`src/rtl/caster_pkg.sv`:
```
`default_nettype none
// ----------------------------------------------------------------------------
// caster_pkg : constants and FSM encoding for the EPD state-buffer RMW engine.
// Rev 1.0
// ----------------------------------------------------------------------------
package caster_pkg;

   localparam int AW = 14;

   // stored pixel state bits
   localparam int ST_BUSY  = 1;
   localparam int ST_COLOR = 0;

   localparam logic [1:0] DRV_NONE  = 2'b00;
   localparam logic [1:0] DRV_BLACK = 2'b01;
   localparam logic [1:0] DRV_WHITE = 2'b10;

   localparam int FSM_W = 3;
   typedef logic [FSM_W-1:0] fsm_t;

   localparam fsm_t S_IDLE  = 3'd0;
   localparam fsm_t S_PRIME = 3'd1;
   localparam fsm_t S_RUN   = 3'd2;
   localparam fsm_t S_DRAIN = 3'd3;
   localparam fsm_t S_DONE  = 3'd4;

endpackage
`default_nettype wire

```
`src/rtl/epd_pixel_update.sv`:
```
`default_nettype none
// ----------------------------------------------------------------------------
// epd_pixel_update : per-pixel drive code and next stored state.
// Rev 1.0
// ----------------------------------------------------------------------------
module epd_pixel_update
   import caster_pkg::*;
(
   input  logic [1:0] state,
   input  logic       target,
   input  logic       frame_last,
   output logic [1:0] drive,
   output logic [1:0] new_state
);

   always_comb begin
      drive     = DRV_NONE;
      new_state = state;
      if (state[ST_BUSY]) begin
         // pixel already moving: keep driving until the last frame retires it
         drive = state[ST_COLOR] ? DRV_BLACK : DRV_WHITE;
         if (frame_last) begin
            new_state = {1'b0, state[ST_COLOR]};
         end
      end else if (target != state[ST_COLOR]) begin
         drive     = target ? DRV_BLACK : DRV_WHITE;
         new_state = {1'b1, target};
      end
   end

endmodule
`default_nettype wire

```
`src/rtl/epd_state_rmw.sv`:
```
`default_nettype none
// ----------------------------------------------------------------------------
// epd_state_rmw : line-based read-modify-write of the 2-bit pixel state RAM.
// Optional EPD_STATE_RMW_BUSYCNT_EN adds busy_count output.  Rev 1.0
// ----------------------------------------------------------------------------
module epd_state_rmw #(
   parameter int AW = caster_pkg::AW,
   parameter int LW = 14
) (
   input  logic          clk,
   input  logic          rst_n,
   input  logic          start,
   input  logic [AW-1:0] base_addr,
   input  logic [LW-1:0] length,
   input  logic          frame_last,
   output logic          busy,
   output logic          done,
   input  logic          pix_valid,
   output logic          pix_ready,
   input  logic          pix_target,
   output logic          out_valid,
   input  logic          out_ready,
   output logic [1:0]    out_drive,
   output logic [AW-1:0] mem_rd_addr,
   input  logic [1:0]    mem_rd_data,
   output logic          mem_wr_en,
   output logic [AW-1:0] mem_wr_addr,
   output logic [1:0]    mem_wr_data
`ifdef EPD_STATE_RMW_BUSYCNT_EN
   ,
   output logic [LW:0]   busy_count
`endif
);
   import caster_pkg::*;

   fsm_t          state_q, state_d;
   logic [AW-1:0] cur_q, cur_d;
   logic [LW-1:0] cnt_q, cnt_d;
   logic          fl_q, fl_d;
   logic          out_valid_q, out_valid_d;
   logic [1:0]    out_drive_q, out_drive_d;
   logic          wr_en_q, wr_en_d;
   logic [AW-1:0] wr_addr_q, wr_addr_d;
   logic [1:0]    wr_data_q, wr_data_d;
   logic          fire;
   logic          last;
   logic [1:0]    upd_drive;
   logic [1:0]    upd_state;

   epd_pixel_update u_update (
      .state      (mem_rd_data),
      .target     (pix_target),
      .frame_last (fl_q),
      .drive      (upd_drive),
      .new_state  (upd_state)
   );

   assign fire = pix_valid && pix_ready;
   assign last = (cnt_q == LW'(1));

   always_ff @(posedge clk or negedge rst_n) begin
      if (!rst_n) begin
         state_q     <= S_IDLE;
         cur_q       <= '0;
         cnt_q       <= '0;
         fl_q        <= 1'b0;
         out_valid_q <= 1'b0;
         out_drive_q <= DRV_NONE;
         wr_en_q     <= 1'b0;
         wr_addr_q   <= '0;
         wr_data_q   <= '0;
      end else begin
         state_q     <= state_d;
         cur_q       <= cur_d;
         cnt_q       <= cnt_d;
         fl_q        <= fl_d;
         out_valid_q <= out_valid_d;
         out_drive_q <= out_drive_d;
         wr_en_q     <= wr_en_d;
         wr_addr_q   <= wr_addr_d;
         wr_data_q   <= wr_data_d;
      end
   end

   always_comb begin
      state_d = state_q;
      case (state_q)
         S_IDLE:  if (start) state_d = (length == '0) ? S_DONE : S_PRIME;
         S_PRIME: state_d = S_RUN;
         S_RUN:   if (fire && last) state_d = S_DRAIN;
         S_DRAIN: if (!out_valid_q || out_ready) state_d = S_DONE;
         S_DONE:  state_d = S_IDLE;
         default: state_d = S_IDLE;
      endcase
   end

   always_comb begin
      busy = 1'b0;
      done = 1'b0;
      case (state_q)
         S_PRIME, S_RUN, S_DRAIN: busy = 1'b1;
         S_DONE:                  done = 1'b1;
         default: ;
      endcase
      pix_ready = (state_q == S_RUN) && (!out_valid_q || out_ready);
   end

   always_comb begin
      cur_d       = cur_q;
      cnt_d       = cnt_q;
      fl_d        = fl_q;
      out_valid_d = out_valid_q && !out_ready;
      out_drive_d = out_drive_q;
      wr_en_d     = 1'b0;
      wr_addr_d   = wr_addr_q;
      wr_data_d   = wr_data_q;
      mem_rd_addr = cur_q;
      if ((state_q == S_IDLE) && start && (length != '0)) begin
         cur_d       = base_addr;
         cnt_d       = length;
         fl_d        = frame_last;
         mem_rd_addr = base_addr;
      end
      if (fire) begin
         out_valid_d = 1'b1;
         out_drive_d = upd_drive;
         wr_en_d     = 1'b1;
         wr_addr_d   = cur_q;
         wr_data_d   = upd_state;
         cnt_d       = cnt_q - LW'(1);
         // stalls hold the address so the RAM simply re-reads the same pixel;
         // the last pixel does not prefetch beyond the line
         if (!last) begin
            cur_d       = cur_q + AW'(1);
            mem_rd_addr = cur_q + AW'(1);
         end
      end
   end

   assign out_valid   = out_valid_q;
   assign out_drive   = out_drive_q;
   assign mem_wr_en   = wr_en_q;
   assign mem_wr_addr = wr_addr_q;
   assign mem_wr_data = wr_data_q;

`ifdef EPD_STATE_RMW_BUSYCNT_EN
   logic [LW:0] bcnt_q, bcnt_d;

   always_comb begin
      bcnt_d = bcnt_q;
      if ((state_q == S_IDLE) && start) begin
         bcnt_d = '0;
      end else if (fire && upd_state[ST_BUSY]) begin
         bcnt_d = bcnt_q + (LW+1)'(1);
      end
   end

   always_ff @(posedge clk or negedge rst_n) begin
      if (!rst_n) bcnt_q <= '0;
      else        bcnt_q <= bcnt_d;
   end

   assign busy_count = bcnt_q;
`endif

endmodule
`default_nettype wire

```
`config.mk`:
```
export PLATFORM = sky130hd
export DESIGN_NAME = epd_state_rmw
export DESIGN_NICKNAME = d
export VERILOG_FILES = /design/src/rtl/caster_pkg.sv /design/src/rtl/epd_pixel_update.sv /design/src/rtl/epd_state_rmw.sv
export SDC_FILE = /design/constraint.sdc
export NUM_CORES = 1
export LEC_CHECK = 0
export ABC_AREA = 1
export BUFFER_PORTS_ARGS = -buffer_cell sky130_fd_sc_hd__buf_2
export CAP_MARGIN = 30
export CORE_MARGIN = 2
export CORE_UTILIZATION = 54
export DETAILED_ROUTE_END_ITERATION = 8
export PLACE_DENSITY = 0.8
export SYNTH_ARGS = -nofsm -noshare
export SYNTH_HDL_FRONTEND = slang
export SYNTH_SLANG_ARGS = --single-unit
```
`constraint.sdc`:
```
create_clock -name clk -period 1.8 [get_ports clk]
set_input_delay 0.27 -clock clk [delete_from_list [all_inputs] [get_ports clk]]
set_output_delay 0.27 -clock clk [all_outputs]
set_load 0.01 [all_outputs]
```
==> results of run 1 <==
[area by class of cell]
type / instances / area share
well taps: 72 / 0.0212
inverters: 47 / 0.0444
repair buffers: 109 / 0.181
multi-input cells: 323 / 0.425
flip-flops and latches: 52 / 0.306
clock inverters: 3 / 0.00441
clock buffers: 5 / 0.0162
repair inverters: 1 / 0.00264
[cells in the mapped netlist, drive strengths merged]
library cell and number:
and2 1, buf 9, clkbuf 4, clkinv 1
dfrtp 52, ha 5, inv 46, nand2 143
nand3 61, nand3b 15, nand4 4, nor2 46
nor3 6, o211ai 1, o21ai 31, o21bai 1
or2 2, xnor2 1, xor2 6
[routing by layer]
metal | up-vias | wire length (um) | part of all wire
met5 | - | 0 | 0
met4 | 0 | 333 | 0.036
met3 | 35 | 617 | 0.067
met2 | 157 | 4710 | 0.51
met1 | 1537 | 3550 | 0.39
li1 | 1589 | - | -
[final timing paths]
| check | slack (ps) | start | endpoint |
|---|---|---|---|
| worst max-delay path | -400 | cnt_q[2] | mem_rd_addr[13] |
| worst min-delay path | 70 | rst_n | out_valid |
| worst max register to register | 10 | cnt_q[2] | cur_q[8] |
| worst min register to register | 490 | mem_wr_addr[4] | mem_wr_addr[4] |
| max in group asynchronous | 1300 | rst_n | cnt_q[6] |
| min in group clk | 170 | frame_last | fl_q |
[sequential cells by signal (all words and copies together) (netlist names)]
register / cells
cnt_q: 14
cur_q: 14
mem_wr_addr: 14
state_q: 3
mem_wr_data: 2
out_drive: 2
fl_q: 1
mem_wr_en: 1
out_valid: 1
[cells in the final DEF, fill, tap and decap left out, types with 4 or more instances in the layout]
master / count
buf_2: 64
nand2_1: 118
nor3_1: 4
buf_12: 4
xor2_1: 5
nor2_2: 6
buf_4: 28
dfrtp_1: 52
buf_6: 12
o21ai_0: 24
nand3_1: 51
clkbuf_8: 5
nor2_4: 7
inv_1: 41
nor2_1: 32
nand3b_1: 15
o21ai_1: 5
nand2_4: 5
nand3_2: 10
nand2_2: 18
[worst max-delay path, cell delays in order (launching register included)]
cell	delay, ps
dfrtp_1	440
nor2_4	180
inv_1	100
nor3_2	180
nand2_2	120
nand2_8	120
buf_6	140
nand3_2	90
nand2_2	120
buf_6	110
[timing repair]
item,CTS,global route
endpoints found under the setup margin,14,28
pin swaps,7,20
hold buffers,0,0
cloned,1,1
resized for setup,24,58
buffers inserted,19,9
[logic make-up (layout without fill, tap and decap cells)]
kind of cell,Yosys count,after routing
flip-flops,52,52
AND/OR/NAND/NOR,278,278
buffers and inverters,60,165
XOR/XNOR,7,7
AO/OA/AOI/OAI,33,33
adder cells (fa/ha/maj),5,5
[metrics by stage]
step,TNS (ps),total power [uW],cell area [um2]
global route,-6340,7820,4260
floorplan,0,4180,3150
detailed placement,0,5230,3620
global placement,0,5130,3620
CTS,-4530,6350,3950
finish,-5080,7290,4260
[power by group through the flow]
stage	sequential [uW]	clock, uW	combinational, uW
after floorplan	2120	0	2060
after global placement	2070	0	3070
after detailed placement	2080	0	3140
after CTS	2070	690	3590
after global routing	2180	745	4900
final	2130	688	4470
==> impl_metrics.env, run 1 <==
export IMPL_final_min_clock_period_ps=2200
export IMPL_tritoncts_num_sinks=52
export IMPL_clock_fmax_ghz=0.455
export IMPL_ios=74
export IMPL_cp_required_ps=1530
export IMPL_path_max_fanout=5
export IMPL_cts_inserted_buffers=5
export IMPL_grtUsageMet3=0.0449
export IMPL_fin_nets=581
export IMPL_p_comb_frac=0.614
export IMPL_grt_total_usage=0.266
export IMPL_rsz0062_at_grt="true"
export IMPL_place_ws_ps=3.62
export IMPL_die_height_um=80.4
export IMPL_outcome="finished with violations"
export IMPL_clk_latency_ps=320
export IMPL_routedWlPerCell_um=15.1
export IMPL_synth_compound_area_frac=0.0552
export IMPL_clkPwrFrac=0.094
export IMPL_drc=0
export IMPL_grt_pass1_wl_um=13400
export IMPL_nFillCells=393
export IMPL_rows=27
export IMPL_core_mm2=0.00557
export IMPL_die_width_um=80.4
export IMPL_busiest_layer="met2"
export IMPL_hold_viol=0
export IMPL_violations="negative setup slack"
export IMPL_htree_levels=2
export IMPL_hold_slack_ps=66.6
export IMPL_end_kind="output port"
export IMPL_synth_top_family_by_area="simple AND/OR/NAND/NOR gates"
export IMPL_antenna_found_initial=0
export IMPL_fin_cells=612
export IMPL_dp_cells=577
export IMPL_synthMuxAreaShare=0
export IMPL_setup_slack_ps=-396
export IMPL_crit_type="register to output port"
export IMPL_drtIter0Drc=274
export IMPL_synth_adder_area_share=0.0198
export IMPL_via_count=3318
export IMPL_p_int_uw=3900
export IMPL_cts_buffer_depth=2
export IMPL_yosys_area_share_simple=0.407
export IMPL_yosys_area_share_xor_xnor=0.0194
export IMPL_yosysUniqueCellTypes=32
export IMPL_cp_start_kind="register"
export IMPL_multi_input_comb_area_mm2=0.00181
export IMPL_relSlewSlack=0.555
export IMPL_ir_drop_mv=1.12
export IMPL_synth_nets=477
export IMPL_worst_ep_arrival_time_ps=1930
export IMPL_slew_violations=0
export IMPL_clk_pin_slew_worst_paths_ps=90
export IMPL_hold_class="primary input to async pin"
export IMPL_drv_cap=0
export IMPL_use_met2=0.458
export IMPL_tightest_slew_ps=667
export IMPL_vias_per_cell=5.42
export IMPL_antenna_cells=0
export IMPL_firstDrtPassIters=5
export IMPL_routed_wl_um=9210
export IMPL_sw_frac_of_total=0.465
export IMPL_syn_inst=435
export IMPL_powerDensity_mw_per_mm2=1710
export IMPL_yosys_area_top_type_share=0.413
export IMPL_finalSetupViolCount=14
export IMPL_initial_utilization=0.566
export IMPL_first_global_vias=3061
export IMPL_numPortBuffers=73
export IMPL_seq_area_frac_synth=0.413
export IMPL_drive_gt1_frac=0.335
export IMPL_die_area_mm2=0.00647
export IMPL_synth_area_leader_cell="dfrtp_1"
export IMPL_drtAntennaViolNets=0
export IMPL_routabilityCongestion=0.884
export IMPL_fin_worst_skew_ps=10.5
export IMPL_syn_to_final_growth_pct=35.1
export IMPL_syn_area_mm2=0.00315
export IMPL_reg2regPathDepth=11
export IMPL_synth_seq_cells=52
export IMPL_power_switching_uw=3390
export IMPL_cts_tree="done"
export IMPL_hpwl_um=5470
export IMPL_seq_power_share=0.292
export IMPL_grt_max_degree=53
export IMPL_p_leak_uw=0.00225
export IMPL_met1_usage=0.329
export IMPL_yosys_warnings=0
export IMPL_synth_area_leaders="dfrtp_1 (41%), nand2_1 (17%), nand3_1 (9.7%)"
export IMPL_overflow=0
export IMPL_finalCritPeriodShare=1.22
export IMPL_syn_avg_cell_area_um2=7.25
export IMPL_final_util=0.764
export IMPL_seq_area_mm2=0.00130
export IMPL_cts_root_buf="clkbuf_8"
Power figures use the tool's default switching activity.
==> run 2: changes to the inputs <==
--- a/config.mk
+++ b/config.mk
@@ -11,6 +11,7 @@
 export CORE_MARGIN = 2
 export CORE_UTILIZATION = 54
 export DETAILED_ROUTE_END_ITERATION = 8
+export HOLD_SLACK_MARGIN = 0.1
 export PLACE_DENSITY = 0.8
 export SYNTH_ARGS = -nofsm -noshare
 export SYNTH_HDL_FRONTEND = slang
==> constraint.sdc (replaced) <==
create_clock -name clk -period 1.8 [get_ports clk]
set_input_delay 0.18 -clock clk [delete_from_list [all_inputs] [get_ports clk]]
set_output_delay 0.18 -clock clk [all_outputs]
set_load 0.01 [all_outputs]
==> run 2 against run 1 <==
  * The flow still finishes with violations (negative setup slack)
  * Critical path type unchanged
  * Clock skew down 4.0 ps
  * Die area is the same
  * Cell area rose by 3.4%
  * Highest routed layer unchanged
  * Clock-buffer cell count unchanged
  * Via count increased by 3.5%
  * Combinational power up 9.4%
  * Register-to-register slack worse by 160 ps
  * Sequential power about the same
==> impl_metrics.env, run 2 (synthesis gave the netlist of run 1 again) <==
export IMPL_place_area_mm2=0.00361
export IMPL_violations="negative setup slack"
export IMPL_overflow=0
export IMPL_fin_cells=636
export IMPL_drtIter0Drc=318
export IMPL_worst_ep_arrival_time_ps=1860
export IMPL_htree_levels=2
export IMPL_cp_common_cell="nand2_2"
export IMPL_drive_gt1_frac=0.351
export IMPL_crit_buf_inv=3
export IMPL_nFillCells=373
export IMPL_crit_family="simple AND/OR/NAND/NOR gates"
export IMPL_antenna_found_initial=0
export IMPL_crit_type="register to output port"
export IMPL_clock_fmax_ghz=0.490
export IMPL_die_area_mm2=0.00647
export IMPL_fin_nets=605
export IMPL_end_kind="output port"
export IMPL_dp_cells=574
export IMPL_slowest_stage="dfrtp_1"
export IMPL_cts_tree="done"
export IMPL_hold_viol=0
export IMPL_final_util=0.790
export IMPL_reg2regPathDepth=13
export IMPL_cts_buffer_depth=2
export IMPL_cpPeakStageDelay_ps=410
export IMPL_p_leak_uw=0.00234
export IMPL_cp_required_ps=1620
export IMPL_via_count=3434
export IMPL_setup_slack_ps=-242
export IMPL_outcome="finished with violations"
export IMPL_antenna_cells=0
export IMPL_fin_area_mm2=0.00440
export IMPL_routabilityCongestion=0.887
export IMPL_slew_violations=0
export IMPL_firstDrtPassIters=7
export IMPL_ios=74
export IMPL_syn_to_final_growth_pct=39.7
export IMPL_drv_cap=0
export IMPL_powerDensity_mw_per_mm2=1750
export IMPL_hold_depth=3
export IMPL_fin_worst_skew_ps=6.48
export IMPL_tightest_slew_ps=499
export IMPL_final_common_cell="nand2_1"
export IMPL_rsz0062_at_grt="true"
export IMPL_routedWlPerCell_um=14.6
export IMPL_crit_chain="inv_2 -> ha_4 -> nand2_2 -> nor3_2 -> nand2_2 -> nand2_4 -> buf_12 -> nand3_1 -> nand2_1 -> buf_2"
export IMPL_routed_wl_um=9270
export IMPL_hold_class="primary input to register"
export IMPL_crit_end="mem_rd_addr[6]"
export IMPL_grt_max_degree=34
export IMPL_ir_drop_mv=1.31
export IMPL_numPortBuffers=73
export IMPL_grt_total_usage=0.281
export IMPL_hpwl_um=5570
export IMPL_finalCritPeriodShare=1.13
export IMPL_die_width_um=80.4
export IMPL_relSlewSlack=0.667
export IMPL_timing_rr_start="cnt_q[1]"
export IMPL_clk_pin_slew_worst_paths_ps=90
export IMPL_drtAntennaViolNets=0
export IMPL_cp_start_kind="register"
export IMPL_initial_utilization=0.566
export IMPL_r2r_end="cur_q[3]"
export IMPL_crit_start="cnt_q[1]"
export IMPL_final_cell_mix="nand2_1 (122), buf_2 (63), dfrtp_1 (51), nand3_1 (49), buf_4 (48)"
export IMPL_first_global_vias=3161
export IMPL_drc=0
export IMPL_final_min_clock_period_ps=2040
export IMPL_cts_root_buf="clkbuf_8"
export IMPL_rows=27
export IMPL_path_max_fanout=8
export IMPL_path_depth=10
export IMPL_die_height_um=80.4
export IMPL_grt_pass1_wl_um=14100
export IMPL_finalSetupViolCount=19
export IMPL_vias_per_cell=5.40
export IMPL_clk_latency_ps=310
export IMPL_timing_reg2reg_setup_slack_ps=-150
export IMPL_cts_inserted_buffers=5
export IMPL_hold_slack_ps=106
export IMPL_tritoncts_num_sinks=52
export IMPL_core_mm2=0.00557
==> run 2: report_power, final <==
group	switching, uW	internal [uW]	leakage (uW)
combinational	2570	2320	0.00164
sequential	433	1690	0.000651
clock	413	277	0.0000445
total	3410	4290	0.00234
==> run 2: repair_timing <==
| item | in CTS | in global routing |
|---|---|---|
| setup endpoints to repair | 14 | 23 |
| cloned | 1 | 1 |
| pin swaps | 21 | 27 |
| hold endpoints to repair | 20 | 0 |
| hold buffers | 2 | 0 |
| resized for setup | 36 | 33 |
| buffers inserted | 42 | 11 |
==> run 2: layer usage <==
metal  wire [um]  GRT usage  part of all wire
met1        3600      0.350              0.39
met3         617     0.0416             0.067
met2        4790      0.489              0.52
met4         261      0.114             0.028
met5           0          0                 0
==> run 2: stage by stage <==
| step | setup WS [ps] | TNS, ps | total power, uW |
|---|---|---|---|
| 2_1_floorplan | 305 | 0 | 4180 |
| 3_3_place_gp | 151 | 0 | 5100 |
| 3_5_place_dp | 106 | 0 | 5190 |
| 4_1_cts | -145 | -2140 | 7020 |
| 5_1_grt | -310 | -4750 | 8290 |
| 6_report | -242 | -3270 | 7700 |
==> run 2: worst register-to-register path, cell delays in order, from the launching register on <==
cell     delay [ps]
dfrtp_1         410
inv_2            90
ha_4            140
nand2_2          60
nor3_2          180
nand2_2          90
nand2_4         130
inv_4           100
nand3_1         110
nand2_2          80
buf_4           140
buf_4           120
buf_4           120
buf_4           110
==> run 2: worst min path at each step <==
| stage | start | end | slack, ps |
|---|---|---|---|
| after floorplan | rst_n | cnt_q[0] | -120 |
| after global placement | rst_n | cnt_q[4] | 170 |
| after detailed placement | rst_n | cnt_q[5] | 170 |
| after CTS | length[13] | cnt_q[13] | 100 |
| after global routing | length[9] | cnt_q[9] | 110 |
| final | length[13] | cnt_q[13] | 110 |
==> run 2: layout make-up <==
cell class	count	area, um2	share of cell area
clock buffer	5	68.8	0.0156
clock inverter	3	21.3	0.00483
inverter	47	185	0.0420
multi-input combinational	324	1770	0.403
sequential	52	1300	0.296
tap	72	90.1	0.0205
timing repair buffer	133	963	0.219
